`src/rtl/mux4_rr_sched.sv`:
```
// Round-robin scheduler sharing one 4:1 bit mux among four requesters.
// Grants are held for up to MAX_HOLD cycles, then one idle gap cycle follows.
module mux4_rr_sched #(
  parameter int MAX_HOLD = 4,
  parameter int CNT_W    = 8
) (
  input  logic       clk,
  input  logic       rst,
  input  logic [3:0] req,
  input  logic [3:0] d,
  output logic [3:0] gnt,
  output logic       s0,
  output logic       s1,
  output logic       busy,
  output logic       y,
  output logic       y_vld
);

  typedef enum logic [1:0] {
    IDLE = 2'd0,
    HOLD = 2'd1,
    GAP  = 2'd2
  } state_t;

  localparam logic [CNT_W-1:0] HOLD_MAX = CNT_W'(MAX_HOLD);

  state_t           state, state_nxt;
  logic [1:0]       ptr, ptr_nxt;
  logic [1:0]       sel, sel_nxt;
  logic [CNT_W-1:0] hold_cnt, hold_cnt_nxt;
  logic [3:0]       gnt_nxt;
  logic             busy_nxt, y_nxt, y_vld_nxt;
  logic [1:0]       win, cand;
  logic             win_ok;

  assign {s1, s0} = sel;

  // First requester found scanning upward from ptr, wrapping 3 -> 0.
  always_comb begin
    win    = 2'd0;
    win_ok = 1'b0;
    cand   = 2'd0;
    for (int i = 0; i < 4; i++) begin
      cand = ptr + 2'(i);
      if (!win_ok && req[cand]) begin
        win    = cand;
        win_ok = 1'b1;
      end
    end
  end

  always_comb begin
    state_nxt    = state;
    ptr_nxt      = ptr;
    sel_nxt      = sel;
    hold_cnt_nxt = hold_cnt;
    gnt_nxt      = gnt;
    busy_nxt     = busy;
    y_nxt        = y;
    y_vld_nxt    = y_vld;
    case (state)
      IDLE: begin
        y_nxt     = 1'b0;
        y_vld_nxt = 1'b0;
        gnt_nxt   = 4'b0000;
        busy_nxt  = 1'b0;
        if (win_ok) begin
          state_nxt    = HOLD;
          gnt_nxt      = 4'b0001 << win;
          sel_nxt      = win;
          busy_nxt     = 1'b1;
          hold_cnt_nxt = CNT_W'(1);
        end
      end
      HOLD: begin
        y_nxt     = d[sel];
        y_vld_nxt = 1'b1;
        if (!req[sel] || hold_cnt >= HOLD_MAX) begin
          state_nxt = GAP;
          gnt_nxt   = 4'b0000;
          busy_nxt  = 1'b0;
          ptr_nxt   = sel + 2'd1;
        end else begin
          hold_cnt_nxt = hold_cnt + CNT_W'(1);
        end
      end
      GAP: begin
        if (win_ok) begin
          // Select still points at the previous winner while y samples it.
          y_nxt        = d[sel];
          y_vld_nxt    = 1'b1;
          state_nxt    = HOLD;
          gnt_nxt      = 4'b0001 << win;
          sel_nxt      = win;
          busy_nxt     = 1'b1;
          hold_cnt_nxt = CNT_W'(1);
        end else begin
          state_nxt = IDLE;
          y_nxt     = 1'b0;
          y_vld_nxt = 1'b0;
          gnt_nxt   = 4'b0000;
          busy_nxt  = 1'b0;
        end
      end
      default: begin
        state_nxt    = IDLE;
        gnt_nxt      = 4'b0000;
        sel_nxt      = 2'd0;
        busy_nxt     = 1'b0;
        y_nxt        = 1'b0;
        y_vld_nxt    = 1'b0;
        hold_cnt_nxt = '0;
      end
    endcase
  end

  always_ff @(posedge clk or posedge rst) begin
    if (rst) begin
      state    <= IDLE;
      ptr      <= 2'd0;
      sel      <= 2'd0;
      hold_cnt <= '0;
      gnt      <= 4'b0000;
      busy     <= 1'b0;
      y        <= 1'b0;
      y_vld    <= 1'b0;
    end else begin
      state    <= state_nxt;
      ptr      <= ptr_nxt;
      sel      <= sel_nxt;
      hold_cnt <= hold_cnt_nxt;
      gnt      <= gnt_nxt;
      busy     <= busy_nxt;
      y        <= y_nxt;
      y_vld    <= y_vld_nxt;
    end
  end

endmodule
```
`config.mk`:
```
export PLATFORM = sky130hd
export DESIGN_NAME = mux4_rr_sched
export DESIGN_NICKNAME = d
export VERILOG_FILES = /design/src/rtl/mux4_rr_sched.sv
export SDC_FILE = /design/constraint.sdc
export NUM_CORES = 1
export LEC_CHECK = 0
export BUFFER_PORTS_ARGS = -buffer_cell sky130_fd_sc_hd__buf_2
export CORE_ASPECT_RATIO = 1.2
export CORE_MARGIN = 2
export CORE_UTILIZATION = 45
export CTS_CLUSTER_DIAMETER = 80
export CTS_CLUSTER_SIZE = 16
export DETAILED_ROUTE_END_ITERATION = 7
export PLACE_DENSITY = 0.66
export REMOVE_ABC_BUFFERS = 1
export SETUP_SLACK_MARGIN = 0.05
export SKIP_LAST_GASP = 1
export SLEW_MARGIN = 15
export SYNTH_ARGS = -nofsm -noshare
export SYNTH_HDL_FRONTEND = slang
export SYNTH_SLANG_ARGS = --single-unit
```
`constraint.sdc`:
```
create_clock -name clk -period 2.2 [get_ports clk]
set_clock_uncertainty 0.2 [all_clocks]
set_input_delay 0.44 -clock clk [delete_from_list [all_inputs] [get_ports clk]]
set_output_delay 0.44 -clock clk [all_outputs]
set_load 0.02 [all_outputs]
```
* Yosys cells after proc, flatten, opt, wreduce, memory -nomap -nowiden
Index checks and enable logic that the tools add are counted.
Cells by class: add/sub/neg operators 5, order comparisons 6, eq/ne operators 6, shift-type cells 1, mux-type cells 38, bitwise gates (word level) 1, reductions and logical operators 14
Operator list (count):
- 8-bit 2-to-1 mux | 2
- 8-bit case mux with 2 select lines | 1
- 2-bit by 3-bit < comparator with 1-bit output (second input constant) | 5
- 1-bit 2-to-1 mux | 14
- 2-bit 2-to-1 mux | 7
- 1-bit binary-select mux with 2-bit select | 6
- 8-bit by 1-bit adder with 8-bit output (second input constant) | 1
- 8-bit by 3-bit greater-or-equal comparator with 1-bit output (second input constant) | 1
- 4-bit 2-to-1 mux | 2
- 4-bit case mux with 2 select lines | 1
- 2-bit AND reduction | 4
- 2-bit != test (second input constant) | 3
- 1-bit case mux with 2 select lines | 3
- 2-bit case mux with 3 select lines | 1
- 2-bit by 1-bit adder with 2-bit output (second input constant) | 2
- 2-bit adder (second input constant) | 2
- 1-bit logical NOT | 4
- 2-bit case mux with 2 select lines | 1
- 1-bit by 2-bit << shifter with 4-bit output (first input constant) | 1
- 1-bit logical AND | 3
- 2-bit by 1-bit equality test with 1-bit output (second input constant) | 1
- 2-bit equality test (second input constant) | 1
- 2-bit logical NOT | 1
- 2-bit by 1-bit != test with 1-bit output (second input constant) | 1
- other kinds (3) | 3
Word-level totals: flip-flop bits (word level) 21, input bits 10, output and inout port bits 9

* Logic depth before layout (Yosys ltp)
Gate-level depths: netlist of the first run.
depth after elaboration 15, depth in mapped cells 7, depth with buffers taken out 6

* Worst setup path before layout of the first run
No wires, ideal clock.
kind register -> register, start point reg sel[0], end point reg hold_cnt[6], setup time 0.122 ns, data arrival time 1.704 ns, setup slack 0.174 ns, cell stages (with the launch flop) 6, buffers on the path 1, period minus slack after synthesis 2.026 ns, cell sequence dfrtp_1 mux4_2 a31o_4 buf_6 a31oi_1 nor2_1
On the way: cells in the longest elaborated chain, start to end 6
RTL lines:
- start, declared | line 29 | logic [1:0] sel, sel_nxt;
- start signal, assigned | line 130 | sel <= sel_nxt;
- 1-bit binary-select mux with 2-bit select | line 78 | if (!req[sel] || hold_cnt >= HOLD_MAX) begin
- 1-bit 2-to-1 mux (not written as such) | line 78
- 1-bit logical NOT | line 78
- 1-bit logical OR | line 78
- 2-bit != test (no source line)
- 2-bit AND reduction (no source line)
- end signal, assigned | line 131 | hold_cnt <= hold_cnt_nxt;
- end, declared | line 30 | logic [CNT_W-1:0] hold_cnt, hold_cnt_nxt;
Every way passes these cells. The select of a mux whose other input is x is not followed. A chain may end at the register's enable or synchronous reset.

* Final worst setup path of the first run
start point reg state[0], end point reg sel[0]
On the way: cells in the longest elaborated chain, start to end 4
RTL lines:
- start, declared | line 27 | state_t state, state_nxt;
- start signal, assigned | line 128 | state <= state_nxt;
- 2-bit equality test or 2-bit logical NOT (tied branches) | line 61 | case (state)
- 2-bit OR reduction (no source line)
- 2-bit by 1-bit != test with 1-bit output (no source line)
- 2-bit AND reduction (no source line)
Parallel ways exist; a longest one is shown, timed or not.

==> key figures, run 1 <==
GRT
  – Number of global-route vias before repair: 985
  – Initial antenna violation count: 0
  – Maximum number of pins on one net before global-route repair: 22
  – Remaining global-route overflow: 0
  – Global-route wire length before repair: 4270 um
  – GRT Resource Usage Total: 19.1%

Layout
  – Number of inserted filler cells in the final layout: 235
  – Final core utilization: 54.3%
  – Synth-to-Final Area Change: 15.6%
  – Fraction of final layout cells with drive strength greater than 1: 21.8%
  – Count of antenna diodes in the layout: 0
  – Net count of the finished layout: 164

Pwr
  – Peak supply drop: 0.000582 V
  – Total power: 0.00162 W
  – Static Leakage: 0.670 nW
  – Clk network pwr share: 11.2%
  – Switching power share of the total: 43.6%
  – Ratio of total power to cell area: 1180 nW/um2
  – Combinational Power Share: 51.2%
  – Internal power summed over all cells: 0.000915 W
  – Seq pwr share: 37.6%
  – NetSw: 0.000707 W

Timing
  – Final setup violation count: 0
  – Worst hold margin: 291 ps
  – Post-route fraction of the period consumed by the critical path: 87.0%
  – Achievable frequency: 522 MHz
  – Fin crit period: 1910 ps
  – Worst-case headroom to the max-slew limit: 71.4%
  – Hold violation total from the final report: 0
  – Setup repair after global routing missed its margin: false
  – Measured slew at the worst slew-check pin: 427 ps
  – Final slew viol count: 0
  – Final setup TNS: 0 ps

Synth
  – Leading cell types by count after synthesis: sky130_fd_sc_hd__dfrtp_1 (21), sky130_fd_sc_hd__nand2_1 (15), sky130_fd_sc_hd__nor2_1 (13)
  – Number of flops mapped to enable cells by yosys: 0
  – Top_reg_cell synth: sky130_fd_sc_hd__dfrtp_1
  – Number of distinct library cells after synthesis: 39
  – Synthesis-stage register bit count: 21
  – Synthesized area per cell: 9.73 um2
  – FFs w/ async S/R, synth: 100%
  – Combined area of all synthesized cells: 1190 um2
  – Most used standard cell by instance count after synthesis: sky130_fd_sc_hd__dfrtp_1
  – Synthesized instance count: 122
  – Post-synthesis sequential area ratio: 44.3%
  – Biggest area consumer among synthesized cells: sky130_fd_sc_hd__dfrtp_1
  – Area share of the largest cell type after synthesis: 44.3%
  – Number of warnings reported in the yosys synthesis log: 0
  – Biggest area contributors in the synthesized netlist: sky130_fd_sc_hd__dfrtp_1 (44%), sky130_fd_sc_hd__ha_1 (6.3%), sky130_fd_sc_hd__nand2_1 (4.7%)

Floorplanning
  – Number of top-level pins: 19
  – Width of the die: 50.9 um
  – Die area: 3070 um2
  – Effective utilization at floorplan: 47.0%
  – Core Region: 2530 um2
  – Die boundary height: 60.3 um
  – Placement Rows: 20

Worst setup path
  – Endpoint required time on the critical path: 2230 ps
  – Critical Path End Type: register
  – WP buf/inv: 1
  – Worst R2R Path Depth: 5
  – Slowest CP cell: sky130_fd_sc_hd__or4_1
  – Critical path class: reg -> reg
  – Worst-path cell chain: inv_1 -> ha_1 -> nor2_1 -> or4_1 -> o21ai_0
  – RR Endpoint: sel[0]$_DFFE_PP0P_
  – Number of cells on the critical path: 5
  – Crit Path Max Fanout: 6
  – Termination of the worst setup path: sel[0]$_DFFE_PP0P_
  – Critical path launch point: state[0]$_DFFE_PP0P_
  – Setup slack of the worst register-to-register path: 290 ps
  – Setup crit start kind: register
  – Slowest cell delay on critical path: 560 ps
  – Cell family with the largest share of critical-path delay: simple AND/OR/NAND/NOR gates
  – Arrival time at the worst endpoint: 1940 ps
  – Worst reg2reg startpoint: state[0]$_DFFE_PP0P_

Status
  – Run status: complete, no violations

Routing
  – Initial detailed-routing violation count: 34
  – Vias/cell: 5.55
  – Post-route DRC violation count: 0
  – Sum of routed wire length over all layers: 2580 um
  – Residual antenna-violating net count after detailed routing: 0
  – Via count: 999
  – Number of iterations in the first detailed-routing pass: 4
  – Avg WL per Cell: 14.3 um

CTS
  – Clock-pin slew on the worst setup and hold paths: 120 ps
  – Number of buffers inserted during clock tree synthesis: 3
  – Postcts setup bufs: 0
  – CTS H-tree lvls: 1
  – Source-to-sink clock delay at the later pin of the worst-skew pair: 300 ps
  – TritonCTS Sinks: 21
  – Clock tree from TritonCTS: built
  – Maximum root-to-sink buffer count: 2
  – Master cell of the clock root buffer: sky130_fd_sc_hd__clkbuf_4

Place
  – Final Wtd Congestion: 0.808
  – Number of buffers added on ports: 18
  – Detailed placer's ending HPWL: 2000 um

Min path
  – Hold crit path type: reg -> reg

Run
  – Max cap viols: 0
[what timing repair did]
item | 4_1_cts | 5_1_grt
resized for setup | 0 | 0
hold buffers | 1 | 0
hold endpoints to repair | 21 | 0
[state kept, by name, summed over array words and instances (netlist names)]
| register | count |
|---|---|
| busy | 1 |
| gnt | 4 |
| hold_cnt | 8 |
| ptr | 2 |
| sel | 2 |
| state | 2 |
| y | 1 |
| y_vld | 1 |
[metal layers]
| metal | part of all wire [%] | track usage (%) | vias to the layer above | wire length [um] |
|---|---|---|---|---|
| li1 | - | - | 494 | - |
| met1 | 44 | 22.7 | 482 | 1120 |
| met2 | 53 | 34.8 | 21 | 1360 |
| met3 | 2.8 | 2.25 | 2 | 72 |
| met4 | 0.74 | 8.11 | 0 | 19 |
| met5 | 0 | 0 | - | 0 |
[worst register-to-register path, stage by stage (launching register included)]
cell and delay [ps]:
sky130_fd_sc_hd__dfrtp_1 440, sky130_fd_sc_hd__inv_1 130, sky130_fd_sc_hd__ha_1 220, sky130_fd_sc_hd__nor2_1 140, sky130_fd_sc_hd__or4_1 560, sky130_fd_sc_hd__o21ai_0 170
[cells by family after synthesis]
family | after synthesis | share of synthesized area, %
and+or+nand+nor | 48 | 21.1
buffers and inverters | 10 | 4.00
AOI/OAI and AO/OA | 32 | 17.8
xor gates and xnor gates | 1 | 0.738
DFF | 21 | 44.3
adders and majority gates | 6 | 6.32
muxes | 4 | 5.80
[power groups by stage]
stage               combinational [W]  clock [W]  sequential (W)
floorplan                    0.000518          0        0.000683
global placement             0.000810          0        0.000613
detailed placement           0.000829          0        0.000619
CTS                          0.000835   0.000192        0.000610
global route                 0.000925   0.000211        0.000629
finish                       0.000830   0.000182        0.000610
[how the worst min path moves through the flow]
| stage | from | endpoint | slack, ps | depth (start not counted) |
|---|---|---|---|---|
| 5_1_grt | busy$_DFFE_PP0P_ | busy$_DFFE_PP0P_ | 340 | 2 |
| 6_report | gnt[0]$_DFFE_PP0P_ | gnt[0]$_DFFE_PP0P_ | 290 | 2 |
| 2_1_floorplan | rst | busy$_DFFE_PP0P_ | 220 | 1 |
| 3_5_place_dp | gnt[0]$_DFFE_PP0P_ | gnt[0]$_DFFE_PP0P_ | 260 | 2 |
| 4_1_cts | gnt[0]$_DFFE_PP0P_ | gnt[0]$_DFFE_PP0P_ | 290 | 2 |
| 3_3_place_gp | gnt[0]$_DFFE_PP0P_ | gnt[0]$_DFFE_PP0P_ | 260 | 2 |
[placed cells by master, fill, tap and decap left out, types with 2 or more instances in the layout]
cell,instances
sky130_fd_sc_hd__a21oi_1,6
sky130_fd_sc_hd__a31oi_1,5
sky130_fd_sc_hd__and3_1,2
sky130_fd_sc_hd__buf_2,18
sky130_fd_sc_hd__buf_4,5
sky130_fd_sc_hd__clkbuf_4,3
sky130_fd_sc_hd__dfrtp_1,21
sky130_fd_sc_hd__ha_1,6
sky130_fd_sc_hd__inv_1,7
sky130_fd_sc_hd__mux2i_1,2
sky130_fd_sc_hd__nand2_1,15
sky130_fd_sc_hd__nand3_1,3
sky130_fd_sc_hd__nor2_1,13
sky130_fd_sc_hd__nor3_1,2
sky130_fd_sc_hd__o21ai_0,9
sky130_fd_sc_hd__o31ai_1,4
sky130_fd_sc_hd__or4_1,2
[final cells by class]
type,count,area (um2),share of cell area [%]
clock buffers,3,22.5,1.64
clock inverters,1,5.00,0.365
inverters,7,26.3,1.91
multi-input cells,91,614,44.8
flip-flops and latches,21,526,38.3
well taps,33,41.3,3.01
repair buffers,24,138,10.0
[metrics by stage]
| step | instances | area, um2 | setup slack [ps] |
|---|---|---|---|
| finish | 180 | 1370 | 285 |
| global route | 180 | 1370 | 125 |
| CTS | 180 | 1370 | 280 |
| detailed placement | 175 | 1340 | 158 |
| global placement | 175 | 1340 | 211 |
| floorplan | 119 | 1170 | 151 |
Power figures use the tool's default switching activity.
==> inputs of run 2 (changes only) <==
MAX_ROUTING_LAYER = met4   (was default)
==> key figures, run 2 (same netlist as run 1, synthesis figures left out) <==
Status
  – Run status: complete, no violations

Timing
  – Final setup TNS: 0 ps (unchanged)
  – Fin crit period: 1920 ps (+3.84 ps)
  – Setup repair after global routing missed its margin: false
  – Post-route fraction of the period consumed by the critical path: 87.2% (+0.17 points)
  – Final setup violation count: 0 (unchanged)
  – Measured slew at the worst slew-check pin: 438 ps (+11.0 ps)
  – Achievable frequency: 521 MHz (-0.20%)
  – Final slew viol count: 0 (unchanged)
  – Hold violation total from the final report: 0 (unchanged)
  – Worst-case headroom to the max-slew limit: 70.7% (-0.74 points)

Worst setup path
  – Worst reg2reg startpoint: state[0]$_DFFE_PP0P_
  – Worst-path cell chain: inv_1 -> ha_1 -> nor2_1 -> or4_1 -> o21ai_0
  – Setup crit start kind: register
  – Critical path class: reg -> reg
  – Cell family with the largest share of critical-path delay: simple AND/OR/NAND/NOR gates
  – Setup slack of the worst register-to-register path: 280 ps (about the same)
  – RR Endpoint: sel[0]$_DFFE_PP0P_
  – Slowest cell delay on critical path: 560 ps (about the same)
  – Crit Path Max Fanout: 6 (unchanged)
  – Critical Path End Type: register
  – Arrival time at the worst endpoint: 1950 ps (about the same)
  – Worst R2R Path Depth: 5 (unchanged)
  – Endpoint required time on the critical path: 2230 ps (about the same)
  – WP buf/inv: 1 (unchanged)
  – Slowest CP cell: sky130_fd_sc_hd__or4_1

Pwr
  – Clk network pwr share: 11.3% (about the same)
  – Switching power share of the total: 43.6% (about the same)
  – NetSw: 0.000707 W (about the same)
  – Static Leakage: 0.670 nW (unchanged)
  – Internal power summed over all cells: 0.000915 W (about the same)
  – Peak supply drop: 0.000582 V (about the same)
  – Seq pwr share: 37.5% (about the same)
  – Combinational Power Share: 51.2% (about the same)
  – Ratio of total power to cell area: 1180 nW/um2 (about the same)

CTS
  – TritonCTS Sinks: 21 (unchanged)
  – Clock-pin slew on the worst setup and hold paths: 120 ps (about the same)
  – CTS H-tree lvls: 1 (unchanged)
  – Master cell of the clock root buffer: sky130_fd_sc_hd__clkbuf_4
  – Maximum root-to-sink buffer count: 2 (unchanged)
  – Source-to-sink clock delay at the later pin of the worst-skew pair: 300 ps (about the same)
  – Number of buffers inserted during clock tree synthesis: 3 (unchanged)
  – Cts hold-fix bufs: 1 (unchanged)
  – CTS-repair resized insts: 0 (unchanged)
  – Postcts setup bufs: 0 (unchanged)
  – Clock tree from TritonCTS: built

Min path
  – Number of stages on the worst hold path: 2 (unchanged)
  – Hold crit path type: reg -> reg
  – Hold-critical path endpoint: gnt[0]$_DFFE_PP0P_
  – Worst Hold Launch: gnt[0]$_DFFE_PP0P_

GRT
  – GRT Resource Usage Total: 19.7% (+0.57 points)
  – Initial antenna violation count: 0 (unchanged)
  – Maximum number of pins on one net before global-route repair: 22 (unchanged)
  – Met2 demand-to-capacity share in global routing: 34.8% (unchanged)
  – Remaining global-route overflow: 0 (unchanged)
  – Met3 Use GR: 2.25% (unchanged)
  – Global-route wire length before repair: 4270 um (unchanged)
  – Highest-utilization routing layer at the global route stage: met2
  – Met1 Resource Use GR: 22.7% (unchanged)
  – Number of global-route vias before repair: 986 (+0.10%)

Floorplanning
  – Core Region: 2530 um2 (unchanged)
  – Die boundary height: 60.3 um (unchanged)
  – Die area: 3070 um2 (unchanged)
  – Placement Rows: 20 (unchanged)
  – Effective utilization at floorplan: 47.0% (unchanged)
  – Width of the die: 50.9 um (unchanged)
  – Number of top-level pins: 19 (unchanged)

Place
  – Placed instance area: 1340 um2 (unchanged)
  – Number of buffers added on ports: 18 (unchanged)
  – Final Wtd Congestion: 0.820 (+1.5%)
  – Detailed placer's ending HPWL: 2000 um (unchanged)

Layout
  – Net count of the finished layout: 164 (unchanged)
  – Synth-to-Final Area Change: 15.6% (unchanged)
  – Largest Register: hold_cnt
  – Top library cells by usage in the layout, fill and taps aside: sky130_fd_sc_hd__dfrtp_1 (21), sky130_fd_sc_hd__buf_2 (18), sky130_fd_sc_hd__nand2_1 (15), sky130_fd_sc_hd__nor2_1 (13), sky130_fd_sc_hd__o21ai_0 (9)
  – Number of inserted filler cells in the final layout: 235 (unchanged)
  – Most frequent standard cell in the layout excluding fill and tap cells: sky130_fd_sc_hd__dfrtp_1
  – Number of flip-flops in the largest register: 8 (unchanged)
  – Registers with the most flip-flops: hold_cnt x8, gnt x4
  – Fraction of final layout cells with drive strength greater than 1: 21.8% (unchanged)
  – Post-route cell area: 1370 um2 (unchanged)
  – Count of antenna diodes in the layout: 0 (unchanged)

Routing
  – Vias/cell: 5.61 (+1.0%)
  – Sum of routed wire length over all layers: 2570 um (-0.16%)
  – Number of iterations in the first detailed-routing pass: 4 (unchanged)
  – Via count: 1,009 (+1.0%)
  – Avg WL per Cell: 14.3 um (-0.16%)
  – Initial detailed-routing violation count: 30 (-12%)
  – Post-route DRC violation count: 0 (unchanged)
  – Residual antenna-violating net count after detailed routing: 0 (unchanged)

Run
  – Max cap viols: 0 (unchanged)
run 2: cell counts in the layout (fill, tap and decap cells not counted):
Identical to the previous run, type by type.
run 2: stage by stage:
step | setup WS [ps] | power [W] | hold WS [ps] | util (%) | cells
6_report | 281 | 0.00162 | 291 | 54.3 | 180
5_1_grt | 125 | 0.00177 | 337 | 54.3 | 180
4_1_cts | 280 | 0.00164 | 292 | 54.3 | 180
3_5_place_dp | 158 | 0.00145 | 264 | 52.8 | 175
3_3_place_gp | 211 | 0.00142 | 260 | 52.8 | 175
2_1_floorplan | 151 | 0.00120 | 217 | - | 119
run 2: tightest hold or removal path, stage by stage, from the launching register on:
cell,delay [ps]
sky130_fd_sc_hd__dfrtp_1,360
sky130_fd_sc_hd__nand2_1,50
sky130_fd_sc_hd__o31ai_1,60
run 2: worst max-delay path by stage:
stage	from	end	cells past startpoint
2_1_floorplan	state[0]$_DFFE_PP0P_	hold_cnt[2]$_DFFE_PP0P_	5
3_3_place_gp	req[3]	hold_cnt[0]$_DFFE_PP0P_	5
3_5_place_dp	req[3]	hold_cnt[1]$_DFFE_PP0P_	5
4_1_cts	state[0]$_DFFE_PP0P_	sel[0]$_DFFE_PP0P_	5
5_1_grt	state[0]$_DFFE_PP0P_	sel[0]$_DFFE_PP0P_	5
6_report	state[0]$_DFFE_PP0P_	sel[0]$_DFFE_PP0P_	5
run 2: power groups by stage:
| stage | clock, W | sequential [W] | combinational (W) |
|---|---|---|---|
| 2_1_floorplan | 0 | 0.000683 | 0.000518 |
| 3_3_place_gp | 0 | 0.000613 | 0.000810 |
| 3_5_place_dp | 0 | 0.000619 | 0.000829 |
| 4_1_cts | 0.000192 | 0.000610 | 0.000835 |
| 5_1_grt | 0.000211 | 0.000629 | 0.000925 |
| 6_report | 0.000183 | 0.000609 | 0.000830 |
run 2: layer usage:
metal | up-vias | share of wire (%)
met5 | - | 0
met4 | 0 | 0.82
met3 | 2 | 3.2
met2 | 26 | 53
met1 | 489 | 43
li1 | 492 | -
run 2: final cells by class:
cell class / instances / area (um2) / share of cell area (%)
flip-flops and latches: 21 / 526 / 38.3
multi-input cells: 91 / 614 / 44.8
well taps: 33 / 41.3 / 3.01
inverters: 7 / 26.3 / 1.91
repair buffers: 24 / 138 / 10.0
clock inverters: 1 / 5.00 / 0.365
clock buffers: 3 / 22.5 / 1.64
